`src/rtl/keypad_scan_ctrl.sv`:
```
// Scan scheduler, debouncer and event front-end for a 4x4 matrix keypad.
// Optional auto-repeat of held keys is enabled by defining KEYPAD_AUTOREPEAT_EN.
module keypad_scan_ctrl #(
    parameter int SETTLE_CYCLES  = 1000,
    parameter int DEBOUNCE_SCANS = 4,
    parameter int REPEAT_SCANS   = 64
) (
    input  logic       clk,
    input  logic       rst_n,
    input  logic [3:0] r,
    output logic [3:0] c,
    output logic [3:0] key_code,
    output logic       key_valid,
    input  logic       key_ready,
    output logic       key_held,
    output logic       overrun
);

    localparam int CW = (SETTLE_CYCLES > 2) ? $clog2(SETTLE_CYCLES) : 1;
    localparam int SW = $clog2(DEBOUNCE_SCANS + 1);

    logic [CW-1:0] cnt_q, cnt_d;
    logic [3:0]    c_q, c_d;
    logic          acc_hit_q, acc_hit_d;
    logic [3:0]    acc_code_q, acc_code_d;
    logic          prev_hit_q, prev_hit_d;
    logic [3:0]    prev_code_q, prev_code_d;
    logic [SW-1:0] stable_q, stable_d;
    logic          held_q, held_d;
    logic [3:0]    held_code_q, held_code_d;
    logic          valid_q, valid_d;
    logic [3:0]    code_q, code_d;
    logic          ovr_q, ovr_d;

    logic       sample;
    logic       col_ok;
    logic [1:0] col_idx;
    logic       row_hit;
    logic [1:0] row_idx;
    logic       cur_hit;
    logic [3:0] cur_code;
    logic       scan_done;
    logic       settled;
    logic       press_ev;
    logic       rep_ev;
    logic       ev;

    function automatic logic [3:0] key_map(input logic [1:0] col,
                                           input logic [1:0] row);
        logic [3:0] k;
        case ({col, row})
            4'h0:    k = 4'd1;
            4'h1:    k = 4'd4;
            4'h2:    k = 4'd7;
            4'h3:    k = 4'd14;
            4'h4:    k = 4'd2;
            4'h5:    k = 4'd5;
            4'h6:    k = 4'd8;
            4'h7:    k = 4'd0;
            4'h8:    k = 4'd3;
            4'h9:    k = 4'd6;
            4'hA:    k = 4'd9;
            4'hB:    k = 4'd15;
            4'hC:    k = 4'd10;
            4'hD:    k = 4'd11;
            4'hE:    k = 4'd12;
            default: k = 4'd13;
        endcase
        return k;
    endfunction

    assign sample = (cnt_q == CW'(SETTLE_CYCLES - 1));

    // Decode the driven column from the one-cold drive pattern
    always_comb begin
        col_ok  = 1'b1;
        col_idx = 2'd0;
        case (c_q)
            4'b1110: col_idx = 2'd0;
            4'b1101: col_idx = 2'd1;
            4'b1011: col_idx = 2'd2;
            4'b0111: col_idx = 2'd3;
            default: col_ok  = 1'b0;
        endcase
    end

    // Lowest closed row in the driven column
    always_comb begin
        row_hit = 1'b0;
        row_idx = 2'd0;
        for (int i = 3; i >= 0; i--) begin
            if (!r[i]) begin
                row_hit = 1'b1;
                row_idx = 2'(i);
            end
        end
    end

    // Next column and dwell count; an illegal drive pattern restarts at col0
    always_comb begin
        cnt_d = cnt_q + CW'(1);
        c_d   = c_q;
        if (!col_ok) begin
            cnt_d = '0;
            c_d   = 4'b1110;
        end else if (sample) begin
            cnt_d = '0;
            c_d   = {c_q[2:0], c_q[3]};
        end
    end

    // Scan result including this sample; col0 starts a fresh scan
    always_comb begin
        if (col_idx == 2'd0 || !acc_hit_q) begin
            cur_hit  = row_hit;
            cur_code = row_hit ? key_map(col_idx, row_idx) : 4'd0;
        end else begin
            cur_hit  = acc_hit_q;
            cur_code = acc_code_q;
        end
        acc_hit_d  = acc_hit_q;
        acc_code_d = acc_code_q;
        if (sample && col_ok) begin
            acc_hit_d  = cur_hit;
            acc_code_d = cur_code;
        end
    end

    assign scan_done = sample && col_ok && (col_idx == 2'd3);

    // Debounce across full scans and detect new presses
    always_comb begin
        prev_hit_d  = prev_hit_q;
        prev_code_d = prev_code_q;
        stable_d    = stable_q;
        held_d      = held_q;
        held_code_d = held_code_q;
        settled     = 1'b0;
        press_ev    = 1'b0;
        if (scan_done) begin
            prev_hit_d  = cur_hit;
            prev_code_d = cur_code;
            if (cur_hit == prev_hit_q && cur_code == prev_code_q) begin
                if (stable_q != SW'(DEBOUNCE_SCANS))
                    stable_d = stable_q + SW'(1);
            end else begin
                stable_d = SW'(1);
            end
            settled = (stable_d == SW'(DEBOUNCE_SCANS));
            if (settled) begin
                held_d = cur_hit;
                if (cur_hit) begin
                    held_code_d = cur_code;
                    press_ev    = !held_q || (cur_code != held_code_q);
                end
            end
        end
    end

`ifdef KEYPAD_AUTOREPEAT_EN
    localparam int RW = $clog2(REPEAT_SCANS + 1);
    logic [RW-1:0] rep_q, rep_d;

    // Count stable held scans and fire a repeat every REPEAT_SCANS of them
    always_comb begin
        rep_d  = rep_q;
        rep_ev = 1'b0;
        if (scan_done) begin
            if (press_ev || !settled || !cur_hit || !held_q) begin
                rep_d = '0;
            end else if (rep_q + RW'(1) == RW'(REPEAT_SCANS)) begin
                rep_d  = '0;
                rep_ev = 1'b1;
            end else begin
                rep_d = rep_q + RW'(1);
            end
        end
    end

    // Repeat counter register
    always_ff @(posedge clk or negedge rst_n) begin
        if (!rst_n) rep_q <= '0;
        else        rep_q <= rep_d;
    end
`else
    logic unused_rep;
    assign unused_rep = (REPEAT_SCANS > 0);
    assign rep_ev     = 1'b0;
`endif

    assign ev = press_ev || rep_ev;

    // Event hold register: keep pending event, drop newcomers with overrun
    always_comb begin
        valid_d = valid_q;
        code_d  = code_q;
        ovr_d   = 1'b0;
        if (valid_q && key_ready) begin
            if (ev) code_d  = cur_code;
            else    valid_d = 1'b0;
        end else if (valid_q) begin
            ovr_d = ev;
        end else if (ev) begin
            valid_d = 1'b1;
            code_d  = cur_code;
        end
    end

    // State registers
    always_ff @(posedge clk or negedge rst_n) begin
        if (!rst_n) begin
            cnt_q       <= '0;
            c_q         <= 4'b1110;
            acc_hit_q   <= 1'b0;
            acc_code_q  <= 4'd0;
            prev_hit_q  <= 1'b0;
            prev_code_q <= 4'd0;
            stable_q    <= '0;
            held_q      <= 1'b0;
            held_code_q <= 4'd0;
            valid_q     <= 1'b0;
            code_q      <= 4'd0;
            ovr_q       <= 1'b0;
        end else begin
            cnt_q       <= cnt_d;
            c_q         <= c_d;
            acc_hit_q   <= acc_hit_d;
            acc_code_q  <= acc_code_d;
            prev_hit_q  <= prev_hit_d;
            prev_code_q <= prev_code_d;
            stable_q    <= stable_d;
            held_q      <= held_d;
            held_code_q <= held_code_d;
            valid_q     <= valid_d;
            code_q      <= code_d;
            ovr_q       <= ovr_d;
        end
    end

    // Outputs come straight from registers
    always_comb begin
        c         = c_q;
        key_code  = code_q;
        key_valid = valid_q;
        key_held  = held_q;
        overrun   = ovr_q;
    end

endmodule
```
`config.mk`:
```
export PLATFORM = sky130hd
export DESIGN_NAME = keypad_scan_ctrl
export DESIGN_NICKNAME = d
export VERILOG_FILES = /design/src/rtl/keypad_scan_ctrl.sv
export SDC_FILE = /design/constraint.sdc
export NUM_CORES = 1
export LEC_CHECK = 0
export CORE_ASPECT_RATIO = 0.75
export CORE_MARGIN = 4
export CORE_UTILIZATION = 65
export CTS_BUF_LIST = sky130_fd_sc_hd__clkbuf_8
export DETAILED_ROUTE_END_ITERATION = 8
export GPL_TIMING_DRIVEN = 0
export PLACE_DENSITY_LB_ADDON = 0.12
export SETUP_SLACK_MARGIN = 0.02
export SYNTH_ARGS = -nofsm -noshare
export SYNTH_HDL_FRONTEND = slang
export SYNTH_SLANG_ARGS = --single-unit
```
`constraint.sdc`:
```
create_clock -name clk -period 4.9 [get_ports clk]
set_input_delay 1.225 -clock clk [delete_from_list [all_inputs] [get_ports clk]]
set_output_delay 1.225 -clock clk [all_outputs]
set_load 0.01 [all_outputs]
```
Yosys cells after proc, flatten, opt, wreduce, memory -nomap -nowiden
Memory sizes are Yosys's and may differ from the RTL's.
Index checks and enable logic that the tools add are counted.

storage, ports and cells
  register bits after elaboration = 38
  memory bits (read-only) = 64
  input port bits = 7
  word-level logic and storage cells = 73
  memories kept = 1

operators by class
  $add $sub $neg = 2
  equal/unequal tests = 14
  mux-type cells = 32
  reduce and logical (&&, ||, !) cells = 12

memory list
  name              depth  bits a word  read ports  clocked after memory_dff  wr ports  RTL line  text
  (name not given)  16     4            1           0                         0         51        case ({col, row})

operators with widths
  cell                                                                     count
  4-bit two-way mux                                                        7
  10-bit two-way mux                                                       2
  1-bit two-way mux                                                        15
  4-bit == test, second input constant                                     3
  10-bit by 1-bit adder with 10-bit output, second input constant          1
  10-bit == test, second input constant                                    1
  3-bit two-way mux                                                        3
  2-bit two-way mux                                                        4
  2-bit one-hot mux with 3 select lines                                    1
  4-bit by 3-bit == test with 1-bit output, second input constant          1
  4-bit == test                                                            1
  1-bit logical AND                                                        4
  2-bit inequality test, second input constant                             2
  4-bit inequality test                                                    1
  4-bit OR reduction                                                       1
  3-bit by 1-bit adder with 3-bit output, second input constant            1
  3-bit == test, second input constant                                     1
  3-bit inequality test, second input constant                             1
  3-bit AND reduction                                                      1
  2-bit == test, second input constant                                     1
  1-bit logical NOT                                                        2
  2-bit logical NOT                                                        1
  1-bit logical OR                                                         2
  2-bit by 1-bit inequality test with 1-bit output, second input constant  1
  other kinds (2)                                                          2

Longest topological paths before layout
An unclocked memory read counts as a cell.

  depth in word-level cells = 17
  gate-level depth with buffers = 10
  mapped depth without buffers = 10

Worst setup path after synthesis
No wires, ideal clock.

  kind = input-to-reg
  start point = input port r[1]
  end point = register held_code_q[3]
  library setup time = 0.125 ns
  data arrival time = 3.404 ns
  setup slack = 1.371 ns
  cell stages on the path = 9
  cell sequence = clkbuf_1 -> nand3b_1 -> a21oi_1 -> nor3_1 -> mux2i_1 -> or4_4 -> nor4_4 -> nand3_4 -> mux2_4

on the way
  cells in the longest elaborated chain, start to end = 11
  elaborated cells between the ends (all ways) = 15
  classes of those cells = eq/ne: 3; mux: 9; reduce/logical: 2; memory: 1

RTL lines
  what                             RTL line  text
  start, declared                  10        input logic [3:0] r,
  2-bit two-way mux (2 in series)  92        if (!r[i]) begin
  memory 16 x 4 bit                -
  4-bit two-way mux                116       cur_code = row_hit ? key_map(col_idx, row_idx) : 4'd0;
  4-bit two-way mux                114       if (col_idx == 2'd0 || !acc_hit_q) begin
  4-bit == test                    143       if (cur_hit == prev_hit_q && cur_code == prev_code_q) begin
  1-bit logical AND                143
  3-bit two-way mux                143
  3-bit two-way mux                140       if (scan_done) begin
  3-bit == test                    149       settled = (stable_d == SW'(DEBOUNCE_SCANS));
  3-bit AND reduction (no line)    -
  end signal, assigned             233       held_code_q <= held_code_d;
  end, declared                    30        logic [3:0] held_code_q, held_code_d;

Parallel ways exist; a longest one is shown, timed or not. The select of a mux whose other input is x is not followed.
A chain may end at the register's enable or synchronous reset.

Worst setup path in the final report
  start point = input port r[1]
  end point = register held_code_q[0]

Same word-level chain as after synthesis.

==> impl_metrics.env <==
export IMPL_cts_tree="built"
export IMPL_ctsHoldBuffers=0
export IMPL_synth_edf_count=0
export IMPL_routed_top_layer="met4"
export IMPL_syn_area_um2=2270
export IMPL_min_path_type="reg2reg"
export IMPL_combinationalPowerShare_pct=5.3
export IMPL_chipWidth_um=76.3
export IMPL_ys_warn_count=0
export IMPL_synth_area_leaders="dfrtp_1 39%, nand2_1 4.1%, xnor2_1 3.9%"
export IMPL_synth_top_cell_area_share_pct=38.6
export IMPL_routedWlPerCell_um=15.6
export IMPL_antenna_found_initial=0
export IMPL_criticalPathCategory="in2reg"
export IMPL_place_gp_congestion=0.891
export IMPL_num_vias=1743
export IMPL_power_leakage_nw=1.13
export IMPL_async_flop_share_pct=100
export IMPL_post_cts_setup_buffer_count=0
export IMPL_r2r_cells=8
export IMPL_core_area_um2=3330
export IMPL_dp_hpwl_um=3140
export IMPL_grt_max_degree=39
export IMPL_diodes=0
export IMPL_p_sw_uw=130
export IMPL_stdcell_count=291
export IMPL_dp_cells=284
export IMPL_grt_overflow=0
export IMPL_synth_area_leader_cell="dfrtp_1"
export IMPL_synth_fp_nets=237
export IMPL_dieArea_um2=4510
export IMPL_wl_met2_um=2070
export IMPL_p_per_area_nw_per_um2=238
export IMPL_wirelength_um=4540
export IMPL_drc=0
export IMPL_fin_crit_sh_pct=86.7
export IMPL_clk_latency_ns=0.29
export IMPL_hold_viol=0
export IMPL_cts_root_buffer="clkbuf_8"
export IMPL_vdd_drop_max_mv=0.216
export IMPL_timing_rr_start="cnt_q[0]"
export IMPL_ctsResizeCount=0
export IMPL_arrival_ns=4.42
export IMPL_cap_violations=0
export IMPL_end_kind="flip-flop"
export IMPL_swShare_pct=21.0
export IMPL_skew_ns=0.0111
export IMPL_antenna_left=0
export IMPL_critical_path_endpoint="held_code_q[0]"
export IMPL_period_needed_ns=4.25
export IMPL_status="finished clean"
export IMPL_grt_pass1_vias=1697
export IMPL_cts_clk_slew_worst_paths_ns=0.07
export IMPL_grt_pass1_wl_um=8120
export IMPL_io_buffers=17
export IMPL_tightestPinTransition_ns=0.961
export IMPL_grt_util_all_layers_pct=23.1
export IMPL_cts_sinks=38
export IMPL_layout_setup_ws_ns=0.652
export IMPL_num_rows=18
export IMPL_synthFlopType="dfrtp_1"
export IMPL_final_nets=261
export IMPL_seqPwrFrac_pct=50.9
export IMPL_p_int_uw=489
export IMPL_finalMaxSlewViolations=0
export IMPL_ys_seq_area_share_pct=42.0
export IMPL_drive_gt1_share_pct=14.7
export IMPL_rsz0062_at_grt="false"
export IMPL_hold_ws_ns=0.461
export IMPL_routedLengthMet1_um=2200
export IMPL_slew_headroom_pct=35.3
export IMPL_cp_start_kind="input port"
export IMPL_yosysMostFrequentCell="dfrtp_1"
export IMPL_power_frac_clock_pct=43.8
export IMPL_yosys_register_bits=38
export IMPL_setup_viol=0
export IMPL_avgSynthCellArea_um2=10.0
export IMPL_fp_dieH_um=59.2
export IMPL_h_tree_depth=2
export IMPL_setup_tns_final_ns=0
export IMPL_start_util_pct=68.1
export IMPL_netlist_top_cells_count="35 x dfrtp_1, 25 x nand2_1, 19 x nor2_1"
export IMPL_cts_buffer_depth=2
export IMPL_crit_fanout=10
export IMPL_netlist_instances=227
export IMPL_wl_met3_um=231
export IMPL_r2r_end="held_code_q[0]"
export IMPL_ios=18
export IMPL_place_ws_ns=0.444
export IMPL_required_ns=5.07
export IMPL_reg2reg_slack_ns=1.40
export IMPL_cts_buffers=5
export IMPL_vias_per_cell=5.99
export IMPL_ys_types=56
export IMPL_first_pass_iters=4
export IMPL_syn2layout_area_growth_pct=14.4
export IMPL_drt_iter0_drc=166
export IMPL_crit_start="r[1]"
export IMPL_fmax_mhz=235
## kinds of logic (layout without fill, tap and decap cells)
group	Yosys count	count (layout)	share of synthesized area [%]
fa+ha+maj	3	3	1.65
flops	38	38	42.0
simple gates	95	95	23.6
mux	20	20	10.1
xor+xnor	17	17	6.89
compound gates	42	42	13.2
buf+inv	12	36	2.59
## power by group through the flow
stage	registers, mW	clock network (mW)	logic [mW]
finish	0.315	0.271	0.0329
global route	0.315	0.287	0.0372
CTS	0.315	0.274	0.0332
detailed placement	0.321	0	0.0327
global placement	0.321	0	0.0330
floorplan	0.321	0	0.0163
## flip-flops by register name (all words and copies together), names as in the netlist
| signal | cells |
|---|---|
| acc_code_q | 4 |
| acc_hit_q | 1 |
| c | 4 |
| cnt_q | 10 |
| held_code_q | 4 |
| key_code | 4 |
| key_held | 1 |
| key_valid | 1 |
| overrun | 1 |
| prev_code_q | 4 |
| prev_hit_q | 1 |
| stable_q | 3 |
## layer usage
metal	up-vias	track usage (%)
met3	7	4.26
li1	864	-
met2	50	36.2
met5	-	0
met1	822	33.5
met4	0	6.20
## critical path, cell delays in order
cell and delay [ns]:
clkdlybuf4s50_1 0.47, clkbuf_1 0.24, nand3b_1 0.14, a21oi_1 0.07, nor3_1 0.44, mux2i_1 0.16, or4_4 0.56, nor4_4 0.53
nand3_4 0.22, mux2_4 0.35
## stage by stage
step,utilization (%),power (mW),instance area [um^2]
after global routing,78.0,0.639,2600
after CTS,78.0,0.622,2600
after floorplan,-,0.337,2270
final,78.0,0.619,2600
after detailed placement,74.6,0.354,2490
after global placement,74.7,0.354,2490
## worst min path at each step
stage / from / end / slack (ns) / cells past startpoint
after floorplan: cnt_q[0] / cnt_q[0] / 0.43 / 1
after global placement: cnt_q[0] / cnt_q[0] / 0.45 / 1
after detailed placement: cnt_q[0] / cnt_q[0] / 0.45 / 1
after CTS: cnt_q[0] / cnt_q[0] / 0.46 / 1
after global routing: cnt_q[0] / cnt_q[0] / 0.50 / 1
final: cnt_q[0] / cnt_q[0] / 0.46 / 1
## cell usage in the layout, fill, tap and decap left out, types with 6 or more instances in the layout
cell,n
a21oi_1,12
clkbuf_8,6
clkdlybuf4s50_1,16
dfrtp_1,35
inv_1,6
mux2_2,7
mux2i_1,6
nand2_1,25
nand2b_1,11
nand3_1,10
nor2_1,19
o21ai_0,7
xnor2_1,10
xor2_1,6
## area by class of cell
cell class | count | area [um^2]
Tap cell | 40 | 50.0
Multi-Input combinational cell | 177 | 1260
Inverter | 6 | 22.5
Sequential cell | 38 | 955
Clock buffer | 6 | 82.6
Timing Repair Buffer | 17 | 165
Fill cell | 230 | 734
Clock inverter | 1 | 30.0
Buffer | 6 | 36.3
Note: power is estimated with default switching activity, not from simulation.
